### src/rtl/synth_pkg.sv
// Shared definitions for the synth front end: FSM encoding, event polarity
// and the default note/velocity widths used by the shaper bank.
package synth_pkg;

    typedef enum logic [1:0] {
        ST_IDLE   = 2'd0,
        ST_SCAN   = 2'd1,
        ST_COMMIT = 2'd2,
        ST_RETRIG = 2'd3
    } state_t;

    localparam logic EVT_NOTE_ON  = 1'b1;
    localparam logic EVT_NOTE_OFF = 1'b0;

    // Widths must match the shaper bank inputs
    localparam int DEF_NOTE_BITS = 7;
    localparam int DEF_VEL_BITS  = 32;

endpackage

### src/rtl/voice_age_tracker.sv
// Per-voice saturating age counters and the oldest-enabled-voice search.
// Only instantiated when voice stealing (VOICE_ALLOC_STEAL_EN) is built in.
module voice_age_tracker #(
    parameter int NUM_VOICES = 8,
    parameter int AGE_BITS   = 8,
    localparam int IW        = $clog2(NUM_VOICES)
) (
    input  logic                  clk,
    input  logic                  rst,
    input  logic [NUM_VOICES-1:0] en_i,
    input  logic                  upd_i,
    input  logic [IW-1:0]         tgt_i,
    output logic                  oldest_ok_o,
    output logic [IW-1:0]         oldest_idx_o
);

    logic [NUM_VOICES-1:0][AGE_BITS-1:0] age_q;

    // On every allocation: target restarts at 0, other sounding voices age by one
    always_ff @(posedge clk) begin
        if (rst) begin
            age_q <= '0;
        end else if (upd_i) begin
            for (int i = 0; i < NUM_VOICES; i++) begin
                if (IW'(i) == tgt_i)
                    age_q[i] <= '0;
                else if (en_i[i] && (age_q[i] != {AGE_BITS{1'b1}}))
                    age_q[i] <= age_q[i] + 1'b1;
            end
        end
    end

    // Oldest enabled voice; strict '>' keeps the lowest index on ties
    always_comb begin
        logic [AGE_BITS-1:0] best;
        oldest_ok_o  = 1'b0;
        oldest_idx_o = '0;
        best         = '0;
        for (int i = 0; i < NUM_VOICES; i++) begin
            if (en_i[i] && (!oldest_ok_o || (age_q[i] > best))) begin
                oldest_ok_o  = 1'b1;
                oldest_idx_o = IW'(i);
                best         = age_q[i];
            end
        end
    end

endmodule

### src/rtl/voice_allocator.sv
// Voice allocator: accepts note-on/off events, scans the voices one per
// cycle, then assigns/retriggers/releases a voice in a single COMMIT cycle.
// Build option VOICE_ALLOC_STEAL_EN: when no voice is free, steal the oldest
// sounding voice instead of dropping the note-on.
module voice_allocator
    import synth_pkg::*;
#(
    parameter int NUM_VOICES = 8,
    parameter int NOTE_BITS  = DEF_NOTE_BITS,
    parameter int VEL_BITS   = DEF_VEL_BITS,
    parameter int AGE_BITS   = 8
) (
    input  logic                           clk,
    input  logic                           rst,
    input  logic                           evt_valid,
    output logic                           evt_ready,
    input  logic                           evt_on,
    input  logic [NOTE_BITS-1:0]           evt_note,
    input  logic [VEL_BITS-1:0]            evt_velocity,
    input  logic [NUM_VOICES-1:0]          voice_available,
    output logic [NUM_VOICES-1:0]          voice_en,
    output logic [NUM_VOICES*NOTE_BITS-1:0] voice_note,
    output logic [NUM_VOICES*VEL_BITS-1:0]  voice_velocity,
    output logic [15:0]                    drop_count
);

    localparam int IW = $clog2(NUM_VOICES);

    state_t                               state_q, state_d;
    logic [IW-1:0]                        idx_q, idx_d;
    logic                                 ev_on_q, ev_on_d;
    logic [NOTE_BITS-1:0]                 ev_note_q, ev_note_d;
    logic [VEL_BITS-1:0]                  ev_vel_q, ev_vel_d;
    logic                                 held_ok_q, held_ok_d;
    logic [IW-1:0]                        held_idx_q, held_idx_d;
    logic                                 free_ok_q, free_ok_d;
    logic [IW-1:0]                        free_idx_q, free_idx_d;
    logic [IW-1:0]                        tgt_q, tgt_d;
    logic [NUM_VOICES-1:0]                en_q, en_d;
    logic [NUM_VOICES-1:0][NOTE_BITS-1:0] note_q, note_d;
    logic [NUM_VOICES-1:0][VEL_BITS-1:0]  vel_q, vel_d;
    logic [15:0]                          drop_q, drop_d;

    // COMMIT decision
    logic          cm_retrig, cm_alloc, cm_off, cm_drop;
    logic [IW-1:0] cm_tgt;
    logic          steal_ok;
    logic [IW-1:0] steal_idx;

`ifdef VOICE_ALLOC_STEAL_EN
    logic age_upd;
    assign age_upd = cm_retrig | cm_alloc;

    voice_age_tracker #(
        .NUM_VOICES (NUM_VOICES),
        .AGE_BITS   (AGE_BITS)
    ) u_age (
        .clk          (clk),
        .rst          (rst),
        .en_i         (en_q),
        .upd_i        (age_upd),
        .tgt_i        (cm_tgt),
        .oldest_ok_o  (steal_ok),
        .oldest_idx_o (steal_idx)
    );
`else
    assign steal_ok  = 1'b0;
    assign steal_idx = '0;
`endif

    assign evt_ready      = (state_q == ST_IDLE);
    assign voice_en       = en_q;
    assign voice_note     = note_q;
    assign voice_velocity = vel_q;
    assign drop_count     = drop_q;

    // Pick the COMMIT action from the scan results (held > free > steal > drop)
    always_comb begin
        cm_retrig = 1'b0;
        cm_alloc  = 1'b0;
        cm_off    = 1'b0;
        cm_drop   = 1'b0;
        cm_tgt    = '0;
        if (state_q == ST_COMMIT) begin
            if (ev_on_q == EVT_NOTE_ON) begin
                if (held_ok_q) begin
                    cm_retrig = 1'b1;
                    cm_tgt    = held_idx_q;
                end else if (free_ok_q) begin
                    cm_alloc  = 1'b1;
                    cm_tgt    = free_idx_q;
                end else if (steal_ok) begin
                    cm_retrig = 1'b1;
                    cm_tgt    = steal_idx;
                end else begin
                    cm_drop   = 1'b1;
                end
            end else begin
                if (held_ok_q) begin
                    cm_off = 1'b1;
                    cm_tgt = held_idx_q;
                end else begin
                    cm_drop = 1'b1;
                end
            end
        end
    end

    // FSM next state and datapath updates
    always_comb begin
        state_d    = state_q;
        idx_d      = idx_q;
        ev_on_d    = ev_on_q;
        ev_note_d  = ev_note_q;
        ev_vel_d   = ev_vel_q;
        held_ok_d  = held_ok_q;
        held_idx_d = held_idx_q;
        free_ok_d  = free_ok_q;
        free_idx_d = free_idx_q;
        tgt_d      = tgt_q;
        en_d       = en_q;
        note_d     = note_q;
        vel_d      = vel_q;
        drop_d     = drop_q;
        case (state_q)
            ST_IDLE: begin
                if (evt_valid) begin
                    ev_on_d   = evt_on;
                    ev_note_d = evt_note;
                    ev_vel_d  = evt_velocity;
                    idx_d     = '0;
                    held_ok_d = 1'b0;
                    free_ok_d = 1'b0;
                    state_d   = ST_SCAN;
                end
            end
            ST_SCAN: begin
                // voice_available is looked at only here, once per voice
                if (!held_ok_q && en_q[idx_q] && (note_q[idx_q] == ev_note_q)) begin
                    held_ok_d  = 1'b1;
                    held_idx_d = idx_q;
                end
                if (!free_ok_q && !en_q[idx_q] && voice_available[idx_q]) begin
                    free_ok_d  = 1'b1;
                    free_idx_d = idx_q;
                end
                if (idx_q == IW'(NUM_VOICES - 1))
                    state_d = ST_COMMIT;
                else
                    idx_d = idx_q + 1'b1;
            end
            ST_COMMIT: begin
                state_d = ST_IDLE;
                if (cm_retrig) begin
                    // One en-low cycle restarts the shaper envelope
                    en_d[cm_tgt]   = 1'b0;
                    note_d[cm_tgt] = ev_note_q;
                    vel_d[cm_tgt]  = ev_vel_q;
                    tgt_d          = cm_tgt;
                    state_d        = ST_RETRIG;
                end
                if (cm_alloc) begin
                    en_d[cm_tgt]   = 1'b1;
                    note_d[cm_tgt] = ev_note_q;
                    vel_d[cm_tgt]  = ev_vel_q;
                end
                // Note and velocity kept so the release keeps its pitch
                if (cm_off)
                    en_d[cm_tgt] = 1'b0;
                if (cm_drop && (drop_q != 16'hFFFF))
                    drop_d = drop_q + 16'd1;
            end
            ST_RETRIG: begin
                en_d[tgt_q] = 1'b1;
                state_d     = ST_IDLE;
            end
            default: state_d = ST_IDLE;
        endcase
    end

    // State registers
    always_ff @(posedge clk) begin
        if (rst) begin
            state_q    <= ST_IDLE;
            idx_q      <= '0;
            ev_on_q    <= 1'b0;
            ev_note_q  <= '0;
            ev_vel_q   <= '0;
            held_ok_q  <= 1'b0;
            held_idx_q <= '0;
            free_ok_q  <= 1'b0;
            free_idx_q <= '0;
            tgt_q      <= '0;
            en_q       <= '0;
            note_q     <= '0;
            vel_q      <= '0;
            drop_q     <= '0;
        end else begin
            state_q    <= state_d;
            idx_q      <= idx_d;
            ev_on_q    <= ev_on_d;
            ev_note_q  <= ev_note_d;
            ev_vel_q   <= ev_vel_d;
            held_ok_q  <= held_ok_d;
            held_idx_q <= held_idx_d;
            free_ok_q  <= free_ok_d;
            free_idx_q <= free_idx_d;
            tgt_q      <= tgt_d;
            en_q       <= en_d;
            note_q     <= note_d;
            vel_q      <= vel_d;
            drop_q     <= drop_d;
        end
    end

endmodule

### config.mk
export PLATFORM = sky130hd
export DESIGN_NAME = voice_allocator
export DESIGN_NICKNAME = d
export VERILOG_FILES = /design/src/rtl/synth_pkg.sv /design/src/rtl/voice_age_tracker.sv /design/src/rtl/voice_allocator.sv
export SDC_FILE = /design/constraint.sdc
export NUM_CORES = 1
export LEC_CHECK = 0
export BUFFER_PORTS_ARGS = -buffer_cell sky130_fd_sc_hd__buf_2
export CORE_ASPECT_RATIO = 1.2
export CORE_MARGIN = 10
export CORE_UTILIZATION = 40
export CTS_BUF_LIST = sky130_fd_sc_hd__clkbuf_4 sky130_fd_sc_hd__clkbuf_8 sky130_fd_sc_hd__clkbuf_16
export DETAILED_ROUTE_END_ITERATION = 8
export PLACE_DENSITY_LB_ADDON = 0.08
export SYNTH_ARGS = -nofsm -noshare
export SYNTH_HDL_FRONTEND = slang
export SYNTH_HIERARCHICAL = 1
export SYNTH_SLANG_ARGS = --single-unit
### constraint.sdc
create_clock -name clk -period 2.99 [get_ports clk]
set_input_delay 0 -clock clk [delete_from_list [all_inputs] [get_ports clk]]
set_output_delay 0 -clock clk [all_outputs]
set_load 0.1 [all_outputs]
==> flow_summary.html <==
<table>
<tr><th>Metric</th><th>Value</th></tr>
<tr><th colspan="2">Outcome</th></tr>
<tr><td>Status</td><td>complete, no violations</td></tr>
<tr><th colspan="2">STA</th></tr>
<tr><td>Setup TNS Final</td><td>0 ps</td></tr>
<tr><td>Setup-failing EPs final</td><td>0</td></tr>
<tr><td>Ratio of final minimum period to clock period</td><td>0.920</td></tr>
<tr><td>Clock period minus worst slack</td><td>2750 ps</td></tr>
<tr><td>Tightest Pin Transition</td><td>1260 ps</td></tr>
<tr><td>Worst Skew</td><td>11.6 ps</td></tr>
<tr><td>Final Hold Vio Count</td><td>0</td></tr>
<tr><td>Max Fclk</td><td>0.364 GHz</td></tr>
<tr><td>Post-route worst hold slack</td><td>approximately 32 ps</td></tr>
<tr><td>Tightest slew margin relative to the limit</td><td>0.155</td></tr>
<tr><td>Setup repair after global routing missed its margin</td><td>no</td></tr>
<tr><td>Pins over their slew limit</td><td>0</td></tr>
<tr><th colspan="2">Global route</th></tr>
<tr><td>Largest net degree at the start of global routing</td><td>138</td></tr>
<tr><td>Initial antenna violation count</td><td>0</td></tr>
<tr><td>Via count of the first global-routing pass</td><td>roughly 13000</td></tr>
<tr><td>Global-route wire length before repair</td><td>between 80000 and 90000 um</td></tr>
<tr><td>Global Route Usage Sum</td><td>0.235</td></tr>
<tr><td>Sum of overflow across all layers after global routing</td><td>0</td></tr>
<tr><th colspan="2">Critical path</th></tr>
<tr><td>Highest cell delay on the worst timing path</td><td>1030 ps</td></tr>
<tr><td>WS Path Type</td><td>flip-flop to flip-flop</td></tr>
<tr><td>CP cell instances</td><td>nand2b_1 -&gt; nor3_1 -&gt; buf_4 -&gt; o21ai_1 -&gt; nor2_4 -&gt; nand2_1 -&gt; a21oi_1</td></tr>
<tr><td>Category of the worst setup path launch point</td><td>flip-flop</td></tr>
<tr><td>CP max stage cell</td><td>nor2_4</td></tr>
<tr><td>Worst setup startpoint</td><td>state_q[1]$_SDFFE_PP0P_</td></tr>
<tr><td>Largest delay share family, worst path</td><td>simple AND/OR/NAND/NOR gates</td></tr>
<tr><td>Worst path required time</td><td>3460 ps</td></tr>
<tr><td>Maximum net fanout on the critical path</td><td>39</td></tr>
<tr><td>Setup crit end kind</td><td>flip-flop</td></tr>
<tr><td>Combined buffer and inverter count along the critical path</td><td>1</td></tr>
<tr><td>Reg2reg start</td><td>state_q[1]$_SDFFE_PP0P_</td></tr>
<tr><td>WP data arrival</td><td>3220 ps</td></tr>
<tr><th colspan="2">Floorplan</th></tr>
<tr><td>Die Wd</td><td>195 um</td></tr>
<tr><td>Area of the die</td><td>45000 um^2</td></tr>
<tr><td>Num ports</td><td>388</td></tr>
<tr><td>Floorplan die height</td><td>about 230 um</td></tr>
<tr><td>Core Area</td><td>36600 um^2</td></tr>
<tr><td>Initial core utilization</td><td>0.403</td></tr>
<tr><td>Total number of placement rows</td><td>77</td></tr>
<tr><th colspan="2">Route</th></tr>
<tr><td>Routed wire length per instance</td><td>20.7 um</td></tr>
<tr><td>Remaining antenna violation count</td><td>0</td></tr>
<tr><td>Router iterations before antenna repair</td><td>5</td></tr>
<tr><td>Detail-routed via count per cell</td><td>5.16</td></tr>
<tr><td>Starting DRT DRC Count</td><td>between 1000 and 1500</td></tr>
<tr><td>Number of vias in the routed layout</td><td>between 10000 and 15000</td></tr>
<tr><td>Total detailed-routing wirelength</td><td>approximately 57000 um</td></tr>
<tr><td>Residual DRC count</td><td>0</td></tr>
<tr><th colspan="2">Cells and area</th></tr>
<tr><td>Number of filler instances in the final layout</td><td>3624</td></tr>
<tr><td>Share of layout cells above drive strength 1</td><td>0.243</td></tr>
<tr><td>Commonest cells after routing, fill and taps aside</td><td>nand2_1 (724), dfxtp_1 (392), buf_2 (386), a21oi_1 (364), clkbuf_16 (43)</td></tr>
<tr><td>Most common cell after layout, fill and taps aside</td><td>nand2_1</td></tr>
<tr><td>Area growth from synthesis to layout</td><td>28.2%</td></tr>
<tr><td>Number of antenna diodes</td><td>0</td></tr>
<tr><td>NumNets Final</td><td>2284</td></tr>
<tr><th colspan="2">Logic synthesis</th></tr>
<tr><td>Synthesized-area fraction occupied by ao, oa, aoi and oai cells</td><td>0.143</td></tr>
<tr><td>Number of instances in the synthesized netlist</td><td>1878</td></tr>
<tr><td>Multiplexer share of the synthesized area</td><td>0.0363</td></tr>
<tr><td>Async S/R FF share, synth</td><td>0</td></tr>
<tr><td>Netlist cell types</td><td>just under 50</td></tr>
<tr><td>Fraction of the mapped netlist area in adder cells</td><td>0.00254</td></tr>
<tr><td>Simple-gate share of the synthesized area</td><td>0.228</td></tr>
<tr><td>Dominant combinational cell family by area after synthesis</td><td>simple AND/OR/NAND/NOR gates</td></tr>
<tr><td>Register bit total from synthesis</td><td>392</td></tr>
<tr><td>Mapped cell area</td><td>14800 um^2</td></tr>
<tr><td>Sequential area share after synthesis</td><td>0.532</td></tr>
<tr><td>Xor and xnor area share after synthesis</td><td>0.0101</td></tr>
<tr><td>Post-synthesis area per instance</td><td>about 8 um^2</td></tr>
<tr><td>Commonest register cell after synthesis</td><td>dfxtp_1</td></tr>
<tr><td>Total nets after synthesis</td><td>1932</td></tr>
<tr><td>EDFF count, synth</td><td>0</td></tr>
<tr><td>Total number of yosys warnings</td><td>6</td></tr>
<tr><th colspan="2">Hold path</th></tr>
<tr><td>Worst min-delay path startpoint</td><td>rst</td></tr>
<tr><td>Min-delay worst type</td><td>input pin to flip-flop</td></tr>
<tr><th colspan="2">Power and ir drop</th></tr>
<tr><td>Pleak</td><td>7.65 nW</td></tr>
<tr><td>Total internal power</td><td>~8.4 mW</td></tr>
<tr><td>Clk network pwr share</td><td>0.474</td></tr>
<tr><td>Largest vdd supply drop</td><td>433 uV</td></tr>
<tr><td>Switching fraction of total power</td><td>0.225</td></tr>
<tr><td>Power per standard cell area</td><td>575 nW/um^2</td></tr>
<tr><td>Sw Pwr</td><td>2.45 mW</td></tr>
<tr><td>Flop pwr share</td><td>0.494</td></tr>
<tr><td>Share of total power in combinational logic</td><td>0.033</td></tr>
<tr><th colspan="2">CTS</th></tr>
<tr><td>H-tree levels</td><td>2</td></tr>
<tr><td>Clk Latency, worst-skew pair</td><td>540 ps</td></tr>
<tr><td>Number of buffers on the longest clock path</td><td>3</td></tr>
<tr><td>CTS clk-pin slew, worst paths</td><td>60 ps</td></tr>
<tr><td>Number of buffers added by the clock tree synthesis step</td><td>42</td></tr>
<tr><td>Clock net sink count</td><td>392</td></tr>
<tr><td>Root Buffer Master</td><td>clkbuf_16</td></tr>
<tr><td>CTS tree</td><td>yes</td></tr>
<tr><th colspan="2">Placed design</th></tr>
<tr><td>Number of buffer cells added on primary ports</td><td>a little under 400</td></tr>
<tr><td>Final estimated routing congestion in global placement</td><td>0.895</td></tr>
<tr><td>Placed wire-length estimate</td><td>38600 um</td></tr>
<tr><th colspan="2">Run</th></tr>
<tr><td>Reported max-cap violation count</td><td>0</td></tr>
</table>
==> cell usage after synthesis, types with 2 or more instances <==
cell	number	area share
a221oi_1	2	0.0012
xor2_1	15	0.0089
nand3_1	13	0.0044
buf_2	35	0.012
a22o_1	4	0.0024
xnor2_1	2	0.0012
dfxtp_1	392	0.53
nand2b_1	14	0.0059
nand3b_1	3	0.0015
o21ai_0	8	0.0027
a22oi_1	2	0.0010
buf_1	3	0.00076
inv_1	8	0.0020
nor3_1	20	0.0068
a211oi_1	3	0.0015
a21oi_1	365	0.12
and2_1	3	0.0013
nand2_1	727	0.18
nand4_1	6	0.0025
or2_2	3	0.0013
mux2_2	8	0.0061
ha_1	3	0.0025
o31ai_1	2	0.0010
buf_4	2	0.0010
or3_1	7	0.0030
nor2_1	45	0.011
mux2i_1	22	0.015
mux4_2	10	0.015
clkbuf_1	125	0.032
nor2b_1	3	0.0013
o22ai_1	5	0.0021
==> worst register-to-register path, cell delays in order (launching register included) <==
cell and delay, ps:
dfxtp_1 430, nand2b_1 280, nor3_1 270, buf_4 160
o21ai_1 190, nor2_4 1030, nand2_1 160, a21oi_1 160
==> routing by layer <==
metal,global-route usage,vias up,wire (um)
li1,-,6802,-
met1,0.293,6679,23300
met2,0.385,521,27100
met3,0.0652,87,4570
met4,0.0807,0,1630
met5,0,-,0
==> state kept, by name, indices dropped and copies added, names as in the netlist, 2 cells and up <==
register and flops:
drop_count 16, tgt_q 3, state_q 2, voice_velocity 256, voice_note 56, voice_en 8, free_idx_q 3, held_idx_q 3
ev_note_q 7, idx_q 3, ev_vel_q 32
==> path summary, 6_finish.rpt <==
kind                                                         end  slack, ps  depth (start not counted)
worst max-delay path             voice_velocity[59]$_SDFFE_PP0N_        240                          7
worst min-delay path                       idx_q[1]$_SDFFE_PP0P_         30                          2
worst max register to register   voice_velocity[59]$_SDFFE_PP0N_        240                          7
worst min register to register  voice_velocity[252]$_SDFFE_PP0N_        450                          2
==> logic make-up (layout without fill, tap and decap cells) <==
family                   after synthesis  count (layout)
AND/OR/NAND/NOR                      850             851
AO/OA/AOI/OAI                        402             402
flip-flops                           392             392
buffers and inverters                174             553
multiplexers                          40              40
XOR/XNOR                              17              17
adder cells (fa/ha/maj)                3               3
==> final cells by class <==
| cell class | count | area (um^2) | share of cell area |
|---|---|---|---|
| timing repair buffer | 473 | 2790 | 0.148 |
| clock inverter | 10 | 85.1 | 0.00449 |
| tap | 474 | 593 | 0.0313 |
| sequential | 392 | 7850 | 0.415 |
| inverter | 8 | 30.0 | 0.00159 |
| multi-input combinational | 1313 | 6300 | 0.333 |
| clock buffer | 62 | 1280 | 0.0677 |
==> power groups by stage <==
stage,sequential (mW),clock [mW],combinational [mW]
after floorplan,5.38,0,0.263
after global placement,5.49,0,0.311
after detailed placement,5.49,0,0.312
after CTS,5.38,5.28,0.353
after global routing,5.38,5.48,0.386
final,5.38,5.16,0.354
==> per-stage QoR <==
| step | cells | setup slack [ps] | util | power (mW) | area [um^2] |
|---|---|---|---|---|---|
| 2_1_floorplan | 1878 | 396 | - | 5.65 | 14800 |
| 3_3_place_gp | 2619 | 194 | 0.468 | 5.80 | 17100 |
| 3_5_place_dp | 2619 | 165 | 0.468 | 5.81 | 17100 |
| 4_1_cts | 2731 | 128 | 0.516 | 11.0 | 18900 |
| 5_1_grt | 2732 | 38.6 | 0.517 | 11.2 | 18900 |
| 6_report | 2732 | 240 | 0.517 | 10.9 | 18900 |
==> what timing repair did <==
action	CTS	global route
hold buffers	40	0
buffers inserted	0	0
endpoints found under the setup margin	0	70
hold endpoints to repair	40	0
resized for setup	0	3
Power figures use the tool's default switching activity.
